[src/rtl/servo_pwm_if.sv]
// Servo PWM decoder bus: raw PWM line in, decoded width/angle and status out.
// The slave modport is the decoder side and the master modport is the side that drives pwm_in.
interface servo_pwm_if;
    logic        pwm_in;
    logic [15:0] width_us;
    logic [7:0]  angle;
    logic        angle_valid;
    logic        pulse_err;
    logic        signal_lost;
    logic [1:0]  dbg_state;

    // pwm_in is asynchronous.
    // angle_valid and pulse_err are single-cycle strobes and are mutually exclusive.
    // signal_lost and the data outputs are levels.
    modport slave (
        input  pwm_in,
        output width_us, angle, angle_valid, pulse_err, signal_lost, dbg_state
    );
    modport master (
        output pwm_in,
        input  width_us, angle, angle_valid, pulse_err, signal_lost, dbg_state
    );
endinterface

[src/rtl/servo_pwm_decoder.sv]
// Measures servo PWM high time in microseconds and converts it to an angle from 0 to 180 degrees.
// Optional macro PWM_GLITCH_FILTER_EN requires 4 stable clocks before the filtered level changes.
module servo_pwm_decoder #(
    parameter int TICKS_PER_US = 50,
    parameter int TIMEOUT_US   = 25000
) (
    input  logic        clk,
    input  logic        rst_n,
    servo_pwm_if.slave  bus
);
    localparam int              PW           = (TICKS_PER_US > 1) ? $clog2(TICKS_PER_US) : 1;
    localparam logic [PW-1:0]   PRESC_MAX    = PW'(TICKS_PER_US - 1);
    localparam logic [31:0]     TIMEOUT_FULL = 32'(TIMEOUT_US);
    localparam logic [31:0]     TIMEOUT_LAST = 32'(TIMEOUT_US - 1);
    localparam logic [15:0]     W_MIN        = 16'd800;
    localparam logic [15:0]     W_OVER       = 16'd2201;
    localparam logic [15:0]     W_LO         = 16'd1000;
    localparam logic [15:0]     W_HI         = 16'd2000;

    typedef enum logic [1:0] {S_IDLE = 2'd0, S_HIGH = 2'd1, S_LOW = 2'd2} state_t;

    state_t        r_state;
    logic          r_sync1, r_sync2, r_level_q;
    logic [1:0]    r_warm;
    logic          r_armed;
    logic [PW-1:0] r_presc;
    logic [15:0]   r_width;
    logic [31:0]   r_since;
    logic [15:0]   r_width_us;
    logic [7:0]    r_angle;
    logic          r_angle_valid, r_pulse_err, r_signal_lost;

    logic          w_level, w_rise, w_fall, w_tick, w_to;
    logic [15:0]   w_width_eff, w_wc;
    logic [19:0]   w_prod;

    always_ff @(posedge clk or negedge rst_n) begin
        if (!rst_n) begin
            r_sync1 <= 1'b0;
            r_sync2 <= 1'b0;
        end else begin
            r_sync1 <= bus.pwm_in;
            r_sync2 <= r_sync1;
        end
    end

`ifdef PWM_GLITCH_FILTER_EN
    logic       r_filt;
    logic [1:0] r_hold;

    always_ff @(posedge clk or negedge rst_n) begin
        if (!rst_n) begin
            r_filt <= 1'b0;
            r_hold <= 2'd0;
        end else if (r_sync2 == r_filt) begin
            r_hold <= 2'd0;
        end else if (r_hold == 2'd3) begin
            r_filt <= r_sync2;
            r_hold <= 2'd0;
        end else begin
            r_hold <= r_hold + 2'd1;
        end
    end

    // The level flips on the 4th consecutive differing clock, not one clock after it.
    assign w_level = (r_sync2 != r_filt && r_hold == 2'd3) ? r_sync2 : r_filt;
`else
    assign w_level = r_sync2;
`endif

    assign w_rise = w_level & ~r_level_q;
    assign w_fall = ~w_level & r_level_q;
    assign w_tick = (r_presc == PRESC_MAX);
    assign w_to   = ~w_rise & w_tick & (r_since == TIMEOUT_LAST);

    // Whole microseconds elapsed since the rising edge, including the current cycle.
    assign w_width_eff = (w_tick && r_width != 16'hFFFF) ? r_width + 16'd1 : r_width;
    assign w_wc   = (w_width_eff < W_LO) ? W_LO : ((w_width_eff > W_HI) ? W_HI : w_width_eff);
    assign w_prod = 20'(w_wc - W_LO) * 20'd737 + 20'd2048;

    // A rise is accepted only after a real low has been seen, so a reset inside a pulse cannot start a measurement.
    always_ff @(posedge clk or negedge rst_n) begin
        if (!rst_n) begin
            r_level_q <= 1'b0;
            r_warm    <= 2'd0;
            r_armed   <= 1'b0;
        end else begin
            r_level_q <= w_level;
            if (r_warm != 2'd2)
                r_warm <= r_warm + 2'd1;
            if (r_warm == 2'd2 && !r_sync2 && !w_level)
                r_armed <= 1'b1;
        end
    end

    always_ff @(posedge clk or negedge rst_n) begin
        if (!rst_n) begin
            r_presc <= '0;
            r_width <= 16'd0;
            r_since <= 32'd0;
        end else begin
            if (w_rise || w_tick)
                r_presc <= '0;
            else
                r_presc <= r_presc + 1'b1;

            if (w_rise || w_to)
                r_width <= 16'd0;
            else if (r_state == S_HIGH && w_tick && r_width != 16'hFFFF)
                r_width <= r_width + 16'd1;

            if (w_rise)
                r_since <= 32'd0;
            else if (w_tick && r_since < TIMEOUT_FULL)
                r_since <= r_since + 32'd1;
        end
    end

    always_ff @(posedge clk or negedge rst_n) begin
        if (!rst_n) begin
            r_state       <= S_IDLE;
            r_width_us    <= 16'd0;
            r_angle       <= 8'd0;
            r_angle_valid <= 1'b0;
            r_pulse_err   <= 1'b0;
            r_signal_lost <= 1'b1;
        end else begin
            r_angle_valid <= 1'b0;
            r_pulse_err   <= 1'b0;
            if (w_to) begin
                r_state       <= S_IDLE;
                r_signal_lost <= 1'b1;
            end else begin
                case (r_state)
                    S_IDLE: if (w_rise && r_armed) r_state <= S_HIGH;
                    S_HIGH: begin
                        if (w_width_eff >= W_OVER) begin
                            r_pulse_err <= 1'b1;
                            r_state     <= S_LOW;
                        end else if (w_fall) begin
                            r_state <= S_LOW;
                            if (w_width_eff < W_MIN) begin
                                r_pulse_err <= 1'b1;
                            end else begin
                                r_width_us    <= w_wc;
                                r_angle       <= 8'(w_prod >> 12);
                                r_angle_valid <= 1'b1;
                                r_signal_lost <= 1'b0;
                            end
                        end
                    end
                    S_LOW:  if (w_rise) r_state <= S_HIGH;
                    default: r_state <= S_IDLE;
                endcase
            end
        end
    end

    assign bus.width_us    = r_width_us;
    assign bus.angle       = r_angle;
    assign bus.angle_valid = r_angle_valid;
    assign bus.pulse_err   = r_pulse_err;
    assign bus.signal_lost = r_signal_lost;
    assign bus.dbg_state   = r_state;
endmodule
[src/flat_wrapper.sv]
// flat-port wrapper written by rule: the top's interface ports become plain ports
module servo_pwm_decoder_flat 
#(
    parameter int TICKS_PER_US = 50,
    parameter int TIMEOUT_US   = 25000
)
  (clk, rst_n, bus_pwm_in, bus_width_us, bus_angle, bus_angle_valid, bus_pulse_err, bus_signal_lost, bus_dbg_state);
  servo_pwm_if bus_i ();
  input  logic clk;
  input  logic rst_n;
  input wire logic [$bits(bus_i.pwm_in)-1:0] bus_pwm_in;
  output wire logic [$bits(bus_i.width_us)-1:0] bus_width_us;
  output wire logic [$bits(bus_i.angle)-1:0] bus_angle;
  output wire logic [$bits(bus_i.angle_valid)-1:0] bus_angle_valid;
  output wire logic [$bits(bus_i.pulse_err)-1:0] bus_pulse_err;
  output wire logic [$bits(bus_i.signal_lost)-1:0] bus_signal_lost;
  output wire logic [$bits(bus_i.dbg_state)-1:0] bus_dbg_state;
  assign bus_i.pwm_in = bus_pwm_in;
  assign bus_width_us = bus_i.width_us;
  assign bus_angle = bus_i.angle;
  assign bus_angle_valid = bus_i.angle_valid;
  assign bus_pulse_err = bus_i.pulse_err;
  assign bus_signal_lost = bus_i.signal_lost;
  assign bus_dbg_state = bus_i.dbg_state;
  servo_pwm_decoder #(.TICKS_PER_US(TICKS_PER_US), .TIMEOUT_US(TIMEOUT_US)) u_core (.clk(clk), .rst_n(rst_n), .bus(bus_i));
endmodule
[config.mk]
export PLATFORM = sky130hd
export DESIGN_NAME = servo_pwm_decoder_flat
export DESIGN_NICKNAME = d
export VERILOG_FILES = /design/src/rtl/servo_pwm_if.sv /design/src/rtl/servo_pwm_decoder.sv /design/src/flat_wrapper.sv
export SDC_FILE = /design/constraint.sdc
export NUM_CORES = 1
export LEC_CHECK = 0
export CORE_ASPECT_RATIO = 1.25
export CORE_MARGIN = 5
export CORE_UTILIZATION = 36
export DETAILED_ROUTE_END_ITERATION = 10
export GPL_ROUTABILITY_DRIVEN = 0
export HOLD_SLACK_MARGIN = 0.06
export REMOVE_ABC_BUFFERS = 1
export SYNTH_ARGS = -nofsm -noshare
export SYNTH_HDL_FRONTEND = slang
export SYNTH_SLANG_ARGS = --single-unit
export TNS_END_PERCENT = 20
[constraint.sdc]
create_clock -name clk -period 8.59 [get_ports clk]
set_clock_uncertainty 0.15 [all_clocks]
set_input_delay 0.859 -clock clk [delete_from_list [all_inputs] [get_ports clk]]
set_output_delay 0.859 -clock clk [all_outputs]
set_load 0.005 [all_outputs]
# == Word level (Yosys, flattened, before mapping) ==
# Index checks and enable logic that the tools add are counted.
# totals
reg_bits,89
latch_bits,0
ram_bits,0
mem_bits_ro,0
in_bits,3
output_inout_bits,29
word_cells,95
memories,0
# classes
add_sub_neg,6
multipliers,1
div,0
order_cmp,5
eq_ne,12
n_shift,0
n_mux,29
bitwise,10
reduce_logical,18
# ops
op,count
16-bit 2-to-1 mux,5
32-bit 2-to-1 mux,2
"32-bit by 1-bit adder with 32-bit output, second input constant",1
"32-bit by 15-bit equality test with 1-bit output, second input constant",1
"16-bit by 10-bit less-than comparator with 1-bit output, second input constant",2
"32-bit by 15-bit less-than comparator with 1-bit output, second input constant",1
"20-bit by 12-bit adder with 20-bit output, second input constant",1
"20-bit by 10-bit multiplier with 20-bit output, second input constant",1
"16-bit by 10-bit subtractor with 17-bit output, second input constant",1
"16-bit by 1-bit adder with 16-bit output, second input constant",1
"16-bit by 12-bit greater-or-equal comparator with 1-bit output, second input constant",1
"16-bit by 11-bit > comparator with 1-bit output, second input constant",1
"16-bit inequality test, second input constant",1
1-bit 2-to-1 mux,15
2-bit 2-to-1 mux,5
2-bit nonzero test,4
1-bit logical AND,7
"6-bit by 1-bit adder with 6-bit output, second input constant",1
"6-bit equality test, second input constant",1
6-bit 2-to-1 mux,1
"3-bit by 1-bit inequality test with 1-bit output, second input constant",2
1-bit NOT,6
2-bit one-hot mux with 3 select lines,1
5-bit AND reduction,1
other kinds (12),18

# == Depth between registers and ports, before layout ==
# Gate-level depths: netlist of the first run.
# depth
word_depth,9
mapped_depth,30
ltp_nobuf,28

# == Least setup slack after synthesis of the first run ==
# No wires, ideal clock.
# synth_timing
kind,register to register
start,register u_core.r_width[1]
end,"register u_core.r_angle[7], in the netlist u_core.bus.angle[7]"
setup_ps,126
t_arrival_ps,6971
required_time_ps,8314
path_slack_ps,1343
stages_incl_launch_ff,30
n_path_buf,2
synth_period_minus_slack_ps,7247
path_cell_list,dfrtp_1 -> ha_1 -> nand3_4 -> or4_1 -> buf_6 -> a311oi_1 -> a41oi_1 -> a31o_1 -> a21o_1 -> buf_2 -> nand2b_1 -> nor2_1 -> inv_1 -> fa_1 -> inv_1 -> fa_1 -> fa_1 -> inv_1 -> fa_1 -> inv_1 -> ha_1 -> ha_1 -> o21a_1 -> o21a_1 -> o21ai_0 -> a2111o_1 -> nand3b_4 -> o21ai_2 -> o2111a_1 -> a221o_1
# synth_between
elab_chain_len,9
word_cells_on_any_way,16
classes_between,add/sub: 3; mul: 1; order compare: 4; eq/ne: 1; mux: 3; bitwise: 2; reduce/logical: 2
# synth_lines
item,line,text
start: declaration,servo_pwm_decoder.sv:27,logic [15:0] r_width;
start signal: assignment,servo_pwm_decoder.sv:110,r_width <= r_width + 16'd1;
branches (longest 2 deep; another with 16-bit by 1-bit adder with 16-bit output),--,
16-bit 2-to-1 mux (*),servo_pwm_decoder.sv:77,assign w_width_eff = (w_tick && r_width != 16'hFFFF) ? r_width + 16'd1 : r_width;
16-bit by 11-bit > comparator with 1-bit output,servo_pwm_decoder.sv:78,assign w_wc = (w_width_eff < W_LO) ? W_LO : ((w_width_eff > W_HI) ? W_HI : w_width_eff);
16-bit 2-to-1 mux (2 in series),servo_pwm_decoder.sv:78,
16-bit by 10-bit subtractor with 17-bit output,servo_pwm_decoder.sv:79,assign w_prod = 20'(w_wc - W_LO) * 20'd737 + 20'd2048;
20-bit by 10-bit multiplier with 20-bit output,servo_pwm_decoder.sv:79,
20-bit by 12-bit adder with 20-bit output,servo_pwm_decoder.sv:79,
end signal: assignment,servo_pwm_decoder.sv:146,r_angle <= 8'(w_prod >> 12);
end: declaration,servo_pwm_decoder.sv:30,logic [7:0] r_angle;
# Mark *: on every way between the ends.
# A chain may end at the register's enable or synchronous reset.

# == Worst setup path after layout of the first run ==
# layout_timing
start,register u_core.r_width[0]
end,"register u_core.r_angle[7], in the netlist u_core.bus.angle[7]"
# The elaborated chain is that of the path after synthesis.

==> results of run 1 <==
## registers in the layout, indices dropped and copies added (netlist names)
register                cells
u_core.bus.angle            8
u_core.bus.angle_valid      1
u_core.bus.dbg_state        2
u_core.bus.pulse_err        1
u_core.bus.signal_lost      1
u_core.bus.width_us        16
u_core.r_armed              1
u_core.r_level_q            1
u_core.r_presc              6
u_core.r_since             32
u_core.r_sync1              1
u_core.r_sync2              1
u_core.r_warm               2
u_core.r_width             16
## critical path, delay by kind of cell, from the launching register on
kind            cells  cell delay, ns
flops               1            0.50
compound gates     11            2.51
buf+inv             4            0.23
simple gates        5            1.70
fa+ha+maj           7            2.85
## power by group through the flow
| stage | Sequential (uW) | Combinational [uW] | Clock (uW) |
|---|---|---|---|
| floorplan | 458 | 88.6 | 0 |
| global placement | 460 | 139 | 0 |
| CTS | 453 | 142 | 441 |
| detailed placement | 461 | 141 | 0 |
| global route | 456 | 161 | 454 |
| finish | 452 | 139 | 428 |
## synth_stat cells (23+ instances only)
| cell | number | share of area |
|---|---|---|
| and2_1 | 25 | 0.023 |
| nor3_1 | 23 | 0.017 |
| nor2_1 | 70 | 0.038 |
| inv_1 | 69 | 0.038 |
| nand3_1 | 25 | 0.018 |
| xnor2_1 | 28 | 0.036 |
| o21ai_0 | 23 | 0.017 |
| ha_1 | 52 | 0.095 |
| a21oi_1 | 30 | 0.022 |
| nand2_1 | 42 | 0.023 |
| dfrtp_1 | 88 | 0.32 |
| fa_1 | 32 | 0.093 |
## metal layers
layer,track usage,vias up,share of wire
met3,0.0180,39,0.030
met5,0,-,0
met2,0.286,109,0.52
met4,0.0744,0,0.037
li1,-,2682,-
met1,0.182,2646,0.42
## through the flow
stage | worst slack, ns | area [um2] | instances
floorplan | 1.10 | 6800 | 726
global placement | 0.685 | 7500 | 1003
detailed placement | 0.527 | 7500 | 1003
CTS | 0.514 | 7810 | 1019
global route | 0.0609 | 7810 | 1019
finish | 0.510 | 7810 | 1019
## final timing paths
path	to	slack [ns]	cells past startpoint
worst max-delay path	u_core.bus.angle[7]	0.51	27
worst min-delay path	u_core.r_sync2	0.20	0
worst max register to register	u_core.bus.angle[7]	0.51	27
worst min register to register	u_core.r_sync2	0.20	0
max in group asynchronous	u_core.r_sync1	6.89	2
min in group asynchronous	u_core.bus.width_us[1]	0.24	1
## kinds of logic after synthesis
kind of cell,after synthesis,synth area share
simple gates,270,0.207
mux,11,0.0176
fa+ha+maj,84,0.188
buf+inv,101,0.0589
flops,89,0.324
xor+xnor,47,0.0599
compound gates,137,0.144
other cells,2,0.00109
## area by class of cell
| class | instances | area share |
|---|---|---|
| multi-input cells | 567 | 0.551 |
| clock buffers | 9 | 0.0288 |
| repair buffers | 45 | 0.0528 |
| well taps | 232 | 0.0371 |
| clock inverters | 7 | 0.0115 |
| flip-flops and latches | 89 | 0.285 |
| inverters | 70 | 0.0336 |
==> impl_metrics.yaml, run 1 <==
status:
  status: "finished, final reports clean"
critical_path:
  path_max_fanout: 17
  cp-start-kind: "register"
  crit_start: "u_core.r_width[0]"
  max_stage_delay_ns: 0.80
  cp.arrival_ns: 8.16
  crit_path_end_kind: "register"
  critPathSlowestCell: "or4_1"
  crit_type: "reg2reg"
  rr_startpoint: "u_core.r_width[0]"
  critPathRequiredTime_ns: 8.68
timing:
  finalSetupViolCount: 0
  hold_slack_ns: 0.202
  hold_viol_final: 0
  rsz0062_at_grt: "false"
  fmax_mhz: 124
  period_needed_ns: 8.08
  worst_pin_slew_ns: 0.840
  drv_slew: 0
  relSlewSlack: 0.440
  fin_tns_setup_ns: 0
  fin_crit_sh: 0.941
grt:
  groute.usage.overall: 0.156
  antenna_found_initial: 0
  grt_pass1_vias: 5571
  grt_overflow: 0
  grt_pass1_wl_um: 27700
  grt_max_degree: 69
power:
  fin_total_pwr_uw: 1020
  power.density_nw_per_um2: 130
  p_sw_uw: 285
  pwr-share-seq: 0.444
  comb_power_share: 0.136
  peakVddDrop_v: 0.000108
  sw_frac_of_total: 0.279
  p_leak_uw: 0.00365
  power_report.internal_total_uw: 735
  clockPowerShare: 0.420
place:
  portBuffers: 31
  dp_hpwl_um: 12600
synthesis:
  syn_area_um2: 6880
  ys_types: 77
  ys_seq_area_frac: 0.324
  ys_warn_count: 0
  syn_area_per_cell_um2: 9.28
  ys.flop_type: "dfrtp_1"
  synth_async_sr_flop_share: 1.00
  ys_seq_elements: 89
  syn-instance-count: 741
  synth_edf_count: 0
clock_tree:
  cts_buffers: 9
  clockBufferDepth: 2
  hold_buffers: 0
  cts.sinks: 89
  cts_setup_buffers: 0
  cts.htree.levels: 3
  cts_tree: "built"
  post_cts_resized: 0
  clk-insertion-delay-late_ns: 0.36
  cts.clk_slew.worst_paths_ns: 0.07
  cts-root-buf: "clkbuf_16"
route:
  vias: 5476
  wl_per_cell_um: 16.0
  routed_wirelength_um: 16300
  drt_iter0_markers: 243
  ant_nets: 0
  post_drt_via_cell_ratio: 5.37
  remaining_drc_errors: 0
  dr.pass1.iters: 5
layout:
  area_growth_pct: 13.6
  drive_above_1_share: 0.0712
  final_util: 0.416
  nets: 869
  n_fill_cell: 1899
  layout_commonest_cell: "dfrtp_1"
  num_antenna_cells: 0
  final_cell_mix: "88 x dfrtp_1, 70 x nor2_1, 69 x inv_1"
  register_area_um2: 2230
  multi_input_area_um2: 4300
floorplan:
  ios: 32
  num_rows: 56
  die_area_um2: 22000
  die_h_um: 165
  die_w_um: 134
  start_util: 0.366
  core_um2: 18800
hold_path:
  min-delay-start: "u_core.r_sync1"
  worstHoldPathType: "reg2reg"
run:
  cap_violations: 0
No activity file was read; power rests on OpenSTA's default activity.
==> run 2: changes to the inputs <==
Settings changed: CORE_UTILIZATION 36 to 40.
==> run 2 against run 1 <==
Effect of this change: first-iteration DRC count grew 58%; clock power grew 2%; sequential power barely moved; die area down 9.3%; combinational power hardly changed.
==> impl_metrics.yaml, run 2 (synthesized netlist as in run 1, its figures left out) <==
status:
  status: "finished, final reports clean"
power:
  comb_power_share: 0.135
  peakVddDrop_v: 0.0000752
  power_report.internal_total_uw: 759
  power.density_nw_per_um2: 132
  sw_frac_of_total: 0.262
  p_leak_uw: 0.00364
  p_sw_uw: 269
  clockPowerShare: 0.424
  pwr-share-seq: 0.441
layout:
  layout_commonest_cell: "dfrtp_1"
  area_growth_pct: 13.4
  n_fill_cell: 1657
  drive_above_1_share: 0.0689
  num_antenna_cells: 0
  final_cell_mix: "88 x dfrtp_1, 70 x nor2_1, 69 x inv_1"
  nets: 866
  design_area_um2: 7800
  largest_register_ff_count: 32
  regMostFlops: "u_core.r_since"
place:
  dp_hpwl_um: 12300
  place_area_um2: 7460
  portBuffers: 31
  place_ws_ns: 0.453
grt:
  grt_pass1_wl_um: 26900
  groute.usage.overall: 0.165
  grt_overflow: 0
  antenna_found_initial: 0
  grt_max_degree: 66
  grt_pass1_vias: 5432
timing:
  relSlewSlack: 0.227
  period_needed_ns: 8.06
  hold_viol_final: 0
  setup_ws_ns: 0.528
  rsz0062_at_grt: "false"
  fin_tns_setup_ns: 0
  drv_slew: 0
  fin_crit_sh: 0.939
  hold_slack_ns: 0.202
  fmax_mhz: 124
  worst_pin_slew_ns: 1.15
  finalSetupViolCount: 0
route:
  remaining_drc_errors: 0
  drt_iter0_markers: 383
  post_drt_via_cell_ratio: 5.52
  ant_nets: 0
  dr.pass1.iters: 5
  vias: 5540
  wl_per_cell_um: 15.9
  routed_wirelength_um: 16000
clock_tree:
  cts-root-buf: "clkbuf_16"
  cts_buffers: 9
  hold_buffers: 0
  cts_tree: "built"
  clockBufferDepth: 2
  cts.htree.levels: 3
  cts.clk_slew.worst_paths_ns: 0.07
  cts.sinks: 89
  cts_setup_buffers: 0
  clk-insertion-delay-late_ns: 0.35
critical_path:
  path_delay_family: "adder cells"
  cp-start-kind: "register"
  critPathBufInv: 4
  crit_type: "reg2reg"
  path_max_fanout: 15
  critPathRequiredTime_ns: 8.67
  cp.arrival_ns: 8.15
  crit_path_end_kind: "register"
  critPathSlowestCell: "and3_1"
  max_stage_delay_ns: 0.56
run:
  cap_violations: 0
floorplan:
  die_area_um2: 19900
  die_h_um: 157
  ios: 32
  start_util: 0.408
  num_rows: 53
  die_w_um: 127
  core_um2: 16800
hold_path:
  worstHoldPathType: "reg2reg"
-- run 2: final cells by class --
class,count,area [um2],area share
flip-flops and latches,89,2230,0.286
clock inverters,6,103,0.0132
multi-input cells,567,4310,0.553
inverters,70,263,0.0337
clock buffers,10,229,0.0294
repair buffers,42,390,0.0500
well taps,220,275,0.0353
-- run 2: power by group through the flow --
| stage | clock, uW | combinational, uW | sequential, uW |
|---|---|---|---|
| 3_3_place_gp | 0 | 136 | 461 |
| 2_1_floorplan | 0 | 88.6 | 458 |
| 3_5_place_dp | 0 | 142 | 462 |
| 4_1_cts | 448 | 143 | 454 |
| 6_report | 437 | 139 | 453 |
| 5_1_grt | 462 | 159 | 456 |
-- run 2: routing by layer --
metal / wire (um) / part of all wire / vias up / track usage
li1: - / - / 2668 / -
met1: 6690 / 0.42 / 2701 / 0.202
met2: 8320 / 0.52 / 146 / 0.293
met3: 591 / 0.037 / 25 / 0.0256
met4: 352 / 0.022 / 0 / 0.0618
met5: 0 / 0 / - / 0
-- run 2: timing repair --
action / 4_1_cts / 5_1_grt
gates resized for setup: 0 / 2
endpoints found under the hold margin: 0 / 0
endpoints found under the setup margin: 0 / 3
-- run 2: worst paths after layout --
path                                        start                endpoint  cells after the start  slack, ns
worst min-delay path               u_core.r_sync1          u_core.r_sync2                      0       0.20
worst max register to register  u_core.r_width[0]     u_core.bus.angle[7]                     27       0.53
worst max-delay path            u_core.r_width[0]     u_core.bus.angle[7]                     27       0.53
min in group asynchronous                   rst_n  u_core.bus.width_us[3]                      1       0.26
max in group asynchronous                   rst_n      u_core.r_width[15]                      2       6.89
worst min register to register     u_core.r_sync1          u_core.r_sync2                      0       0.20
-- run 2: per-stage QoR --
| stage | std cells | power [uW] | util |
|---|---|---|---|
| after global routing | 1004 | 1080 | 0.463 |
| after detailed placement | 988 | 604 | 0.443 |
| after CTS | 1004 | 1040 | 0.463 |
| final | 1004 | 1030 | 0.463 |
| after global placement | 988 | 597 | 0.443 |
| after floorplan | 726 | 546 | - |
==> RTL edit 1 (config.mk and constraints of run 2) <==
The option `PWM_GLITCH_FILTER_EN` is turned on by a define.
--- a/src/rtl/servo_pwm_decoder.sv
+++ b/src/rtl/servo_pwm_decoder.sv
@@ -1,4 +1,6 @@
 // Measures servo PWM high time in microseconds and converts it to an angle from 0 to 180 degrees.
 // Optional macro PWM_GLITCH_FILTER_EN requires 4 stable clocks before the filtered level changes.
+`define PWM_GLITCH_FILTER_EN
+
 module servo_pwm_decoder #(
     parameter int TICKS_PER_US = 50,
Behaviour: not the same (a bounded check fails within 10 cycles, from zero or initial values and one cycle with rst_n low).
==> RTL edit 1 against run 2 <==
Core utilization decreased by 0.46 points; power is 0.72% higher; combinational power grew 25%; setup slack got worse by 130 ps; count of clock-buffer cells in the layout increased by 2; first-iteration DRC count fell by 15%; highest routed layer unchanged; largest power group unchanged; synthesized cell count fell by 5.1%; cell count shrank 3.8%; synthesized area fell by 1.2%; critical path depth rose by 2; design area down 1.4%; sequential cell count up 3; wire length is 5.7% lower.
==> RTL edit 1: results (changes against run 2) <==
stage	metric	value	unit	change
layout	Non-clock buffer share	0.0553		+0.00525
global_routing	global routing usage on met2	0.283		-0.0101
layout	inverters	53		-24%
layout	number of fill cells	1571		-5.2%
drt	Vias	5126		-7.5%
drt	M1 WL	6670	um	-0.36%
timing	hold_ws	201	ps	-1.70 ps
critical_path	Slowest cell on crit path	or4_4		
layout	bufs w/o clock	45		+7.1%
yosys	Synth Area in XOR/XNOR	0.0838		+0.0239
global_routing	first-pass GRT wire length	26400	um	-2.0%
placed_design	Cells after DPL	949		-3.9%
power	Static Leak	3.54	nW	-2.5%
critical_path	r2r setup slk	400	ps	-130 ps
yosys	syn_area_per_cell	9.67	um^2	+4.2%
yosys	largest cells by area after synthesis	dfrtp_1 (34%), ha_1 (10%), fa_1 (9.1%), nor2_1 (5.4%), xnor2_1 (5.3%)		
drt	WL/cell	15.6	um	-2.0%
drt	met3 WL post-DR	445	um	-25%
run_status	outcome	finished clean		
critical_path	Crit path largest cell delay	600	ps	+40 ps
yosys	Synth Area in Compound Gates	0.122		-0.0226
timing	actual slew at the worst max-slew pin	1020	ps	-131 ps
layout	multi-input logic cell count	540		-4.8%
yosys	sequential share of the synthesized area	0.339		+0.0149
global_routing	vias in the first global route	5406		-0.48%
[RTL edit 1: cell types whose count changed in the layout (fill, tap and decap cells not counted), moves of 5 or more]
cell            run 2  this run
nor2_1             70        97
and2_1             25         4
inv_1              69        53
xnor2_1            28        40
nand4_1            20         9
nor3_1             23        13
nand3_1            25        16
conb_1             18        11
or3_1              13         7
a21o_1              6         1
nor2b_1             5        10
o21a_1             11         6
[RTL edit 1: power groups by stage]
stage | registers (mW) | logic, mW | clock network [mW]
after detailed placement | 0.488 | 0.177 | 0
after CTS | 0.479 | 0.179 | 0.395
after floorplan | 0.484 | 0.115 | 0
after global placement | 0.485 | 0.170 | 0
after global routing | 0.484 | 0.198 | 0.414
final | 0.479 | 0.174 | 0.382
[RTL edit 1: repair_timing]
item / in CTS / in global routing
gates resized for setup: 0 / 3
buffers inserted: 0 / 1
endpoints found under the setup margin: 0 / 7
==> RTL edit 2 (config.mk and constraints of run 2) <==
Made on the original files. `TICKS_PER_US` is set to 50 in 2 places; all go to 25.
--- a/src/rtl/servo_pwm_decoder.sv
+++ b/src/rtl/servo_pwm_decoder.sv
@@ -2,5 +2,5 @@
 // Optional macro PWM_GLITCH_FILTER_EN requires 4 stable clocks before the filtered level changes.
 module servo_pwm_decoder #(
-    parameter int TICKS_PER_US = 50,
+    parameter int TICKS_PER_US = 25,
     parameter int TIMEOUT_US   = 25000
 ) (
--- a/src/flat_wrapper.sv
+++ b/src/flat_wrapper.sv
@@ -2,5 +2,5 @@
 module servo_pwm_decoder_flat 
 #(
-    parameter int TICKS_PER_US = 50,
+    parameter int TICKS_PER_US = 25,
     parameter int TIMEOUT_US   = 25000
 )
Function: no difference found for any inputs over 10 cycles, from zero or initial values and one cycle with rst_n low; that may be too few to reach the edited logic, so the function may still have changed.
==> RTL edit 2 against run 2 <==
Via count down 8.4%; sequential cell count shrank 1; power down 9.3%; wire length decreased by 6.9%; design area fell by 2.2%; setup slack worse by 40 ps; synthesized area shrank 4.3%; global-route usage shrank 0.40 points; largest cell class unchanged.
==> RTL edit 2: results (changes against run 2) <==
stage	metric	value	unit	change
run_status	outcome	finished clean		
global_routing	pin count of the biggest net entering global routing	64		-3.0%
power	Static Leak	3.67	nW	+0.88%
layout	layout cells sized above 1	0.116		+0.0467
clock_tree	CTS root buf	clkbuf_16		
layout	Reg with most FFs	u_core.r_since		
layout	number of fill cells	1504		-9.2%
clock_tree	H-Tree Depth	3		unchanged
global_routing	global routing usage on met2	0.288		-0.00495
critical_path	path depth of the worst reg2reg path	30		+11%
placed_design	PortBufs	31		unchanged
drt	DR pass1 iterations	5		unchanged
layout	n_diodes	0		unchanged
global_routing	first-pass GRT wire length	25600	um	-5.1%
layout	sequential cell area	2210	um^2	-1.0%
global_routing	initial antenna violation count	0		unchanged
global_routing	met1 GRT Util	0.193		-0.00918
placed_design	placed inst area	7200	um^2	-3.5%
drt	Vias	5077		-8.4%
drt	Routed Wire Length	14900	um	-6.9%
worst_hold_path	min-delay worst type	register to register		
critical_path	r2r setup slk	490	ps	-40 ps
global_routing	vias in the first global route	5295		-2.5%
yosys	synth cell count leaders	dfrtp_1 (87), nor2_1 (72), inv_1 (60)		
yosys	sequential share of the synthesized area	0.335		+0.0108
clock_tree	clock-pin transition on the worst setup and hold timing paths	60	ps	
timing	Slew HR	0.237		+0.00948
clock_tree	Worst-Skew Late Latency	340	ps	
critical_path	Worst Path Max Fanout	9		-6
yosys	Ys Warns	0		unchanged
clock_tree	CTS buffer count	9		unchanged
global_routing	GRT Total Usage	0.161		-0.00402
yosys	largest cells by area after synthesis	dfrtp_1 (33%), ha_1 (10%), fa_1 (9.7%), nor2_1 (4.1%), inv_1 (3.4%)		
placed_design	post-DP HPWL	11500	um	-6.4%
critical_path	Slowest cell on crit path	fa_1		
drt	Iter 0 DRT Violations	303		-21%
power	VDD IR max	0.0000915	V	+22%
global_routing	GRT met3 Usage	0.0230		-0.00257
worst_hold_path	hold path depth	0		unchanged
critical_path	Crit path largest cell delay	530	ps	-30 ps
yosys	Synth area leader	dfrtp_1		
yosys	post-synth cell types	78		+1.3%
clock_tree	setup bufs post-CTS	3		+3
clock_tree	post-cts sizing count	1		+1
critical_path	arrival time worst endpoint	8180	ps	+30 ps
layout	final net count	829		-4.3%
yosys	Async S/R FF share, synth	1.00		unchanged
-- RTL edit 2: changes by cell type after synthesis, sizes merged, moves of 5 or more --
cell	delta
xor2	+7
nor3	-12
o21a	-7
xnor2	-6
mux2i	+5
o211ai	+5
inv	-9
nand3	-8
nand4	-11
a31oi	-8
-- RTL edit 2: area by class of cell --
class	instances	area share
inverter	61	0.0300
sequential	88	0.289
clock inverter	4	0.00689
tap	216	0.0354
clock buffer	12	0.0323
multi-input combinational	522	0.540
timing repair buffer	57	0.0659
-- RTL edit 2: critical path, delay by kind of cell (launching register included) --
| family | cells | cell delay, ps |
|---|---|---|
| mux | 1 | 260 |
| compound gates | 13 | 2880 |
| xor+xnor | 2 | 320 |
| buf+inv | 4 | 380 |
| fa+ha+maj | 8 | 3000 |
| flops | 1 | 460 |
| simple gates | 2 | 520 |
-- RTL edit 2: cells by family (layout without fill, tap and decap cells) --
| family | count (synthesis) | in the layout | synth area share |
|---|---|---|---|
| other | 2 | 11 | 0.00114 |
| and+or+nand+nor | 242 | 242 | 0.192 |
| AOI/OAI and AO/OA | 117 | 117 | 0.125 |
| adders and majority gates | 87 | 87 | 0.202 |
| buffers and inverters | 86 | 134 | 0.0517 |
| xor gates and xnor gates | 48 | 48 | 0.0650 |
| muxes | 17 | 17 | 0.0278 |
| DFF | 88 | 88 | 0.335 |
-- RTL edit 2: metal layers --
| metal | part of all wire | wire length (um) | up-vias |
|---|---|---|---|
| met1 | 0.42 | 6300 | 2468 |
| li1 | - | - | 2464 |
| met5 | 0 | 0 | - |
| met3 | 0.029 | 426 | 37 |
| met4 | 0.032 | 469 | 0 |
| met2 | 0.52 | 7660 | 108 |
-- RTL edit 2: path summary, 6_finish.rpt --
check | startpoint | endpoint
max in group asynchronous | rst_n | u_core.r_width[0]$_DFFE_PN0P_
min in group asynchronous | rst_n | u_core.r_since[10]$_DFFE_PN0P_
setup reg to reg | u_core.r_width[0]$_DFFE_PN0P_ | u_core.bus.angle[6]$_DFFE_PN0P_
hold reg to reg | u_core.r_sync1$_DFF_PN0_ | u_core.r_sync2$_DFF_PN0_
setup / recovery | u_core.r_width[0]$_DFFE_PN0P_ | u_core.bus.angle[6]$_DFFE_PN0P_
hold / removal | u_core.r_sync1$_DFF_PN0_ | u_core.r_sync2$_DFF_PN0_
-- RTL edit 2: report_power, final --
part / internal, mW / leakage (nW) / switching (mW)
clock network: 0.234 / 0.147 / 0.158
logic: 0.0443 / 2.32 / 0.0540
registers: 0.428 / 1.20 / 0.0136
total: 0.707 / 3.67 / 0.226
-- RTL edit 2: metrics by stage --
stage               std cells  worst slack, ps  total power, mW  hold WS (ps)
floorplan                 671              609            0.506           181
global placement          934              152            0.544           187
detailed placement        934            -48.6            0.549           191
CTS                       953             38.4            0.951           206
global route              960             44.7            0.983           218
finish                    960              488            0.933           206
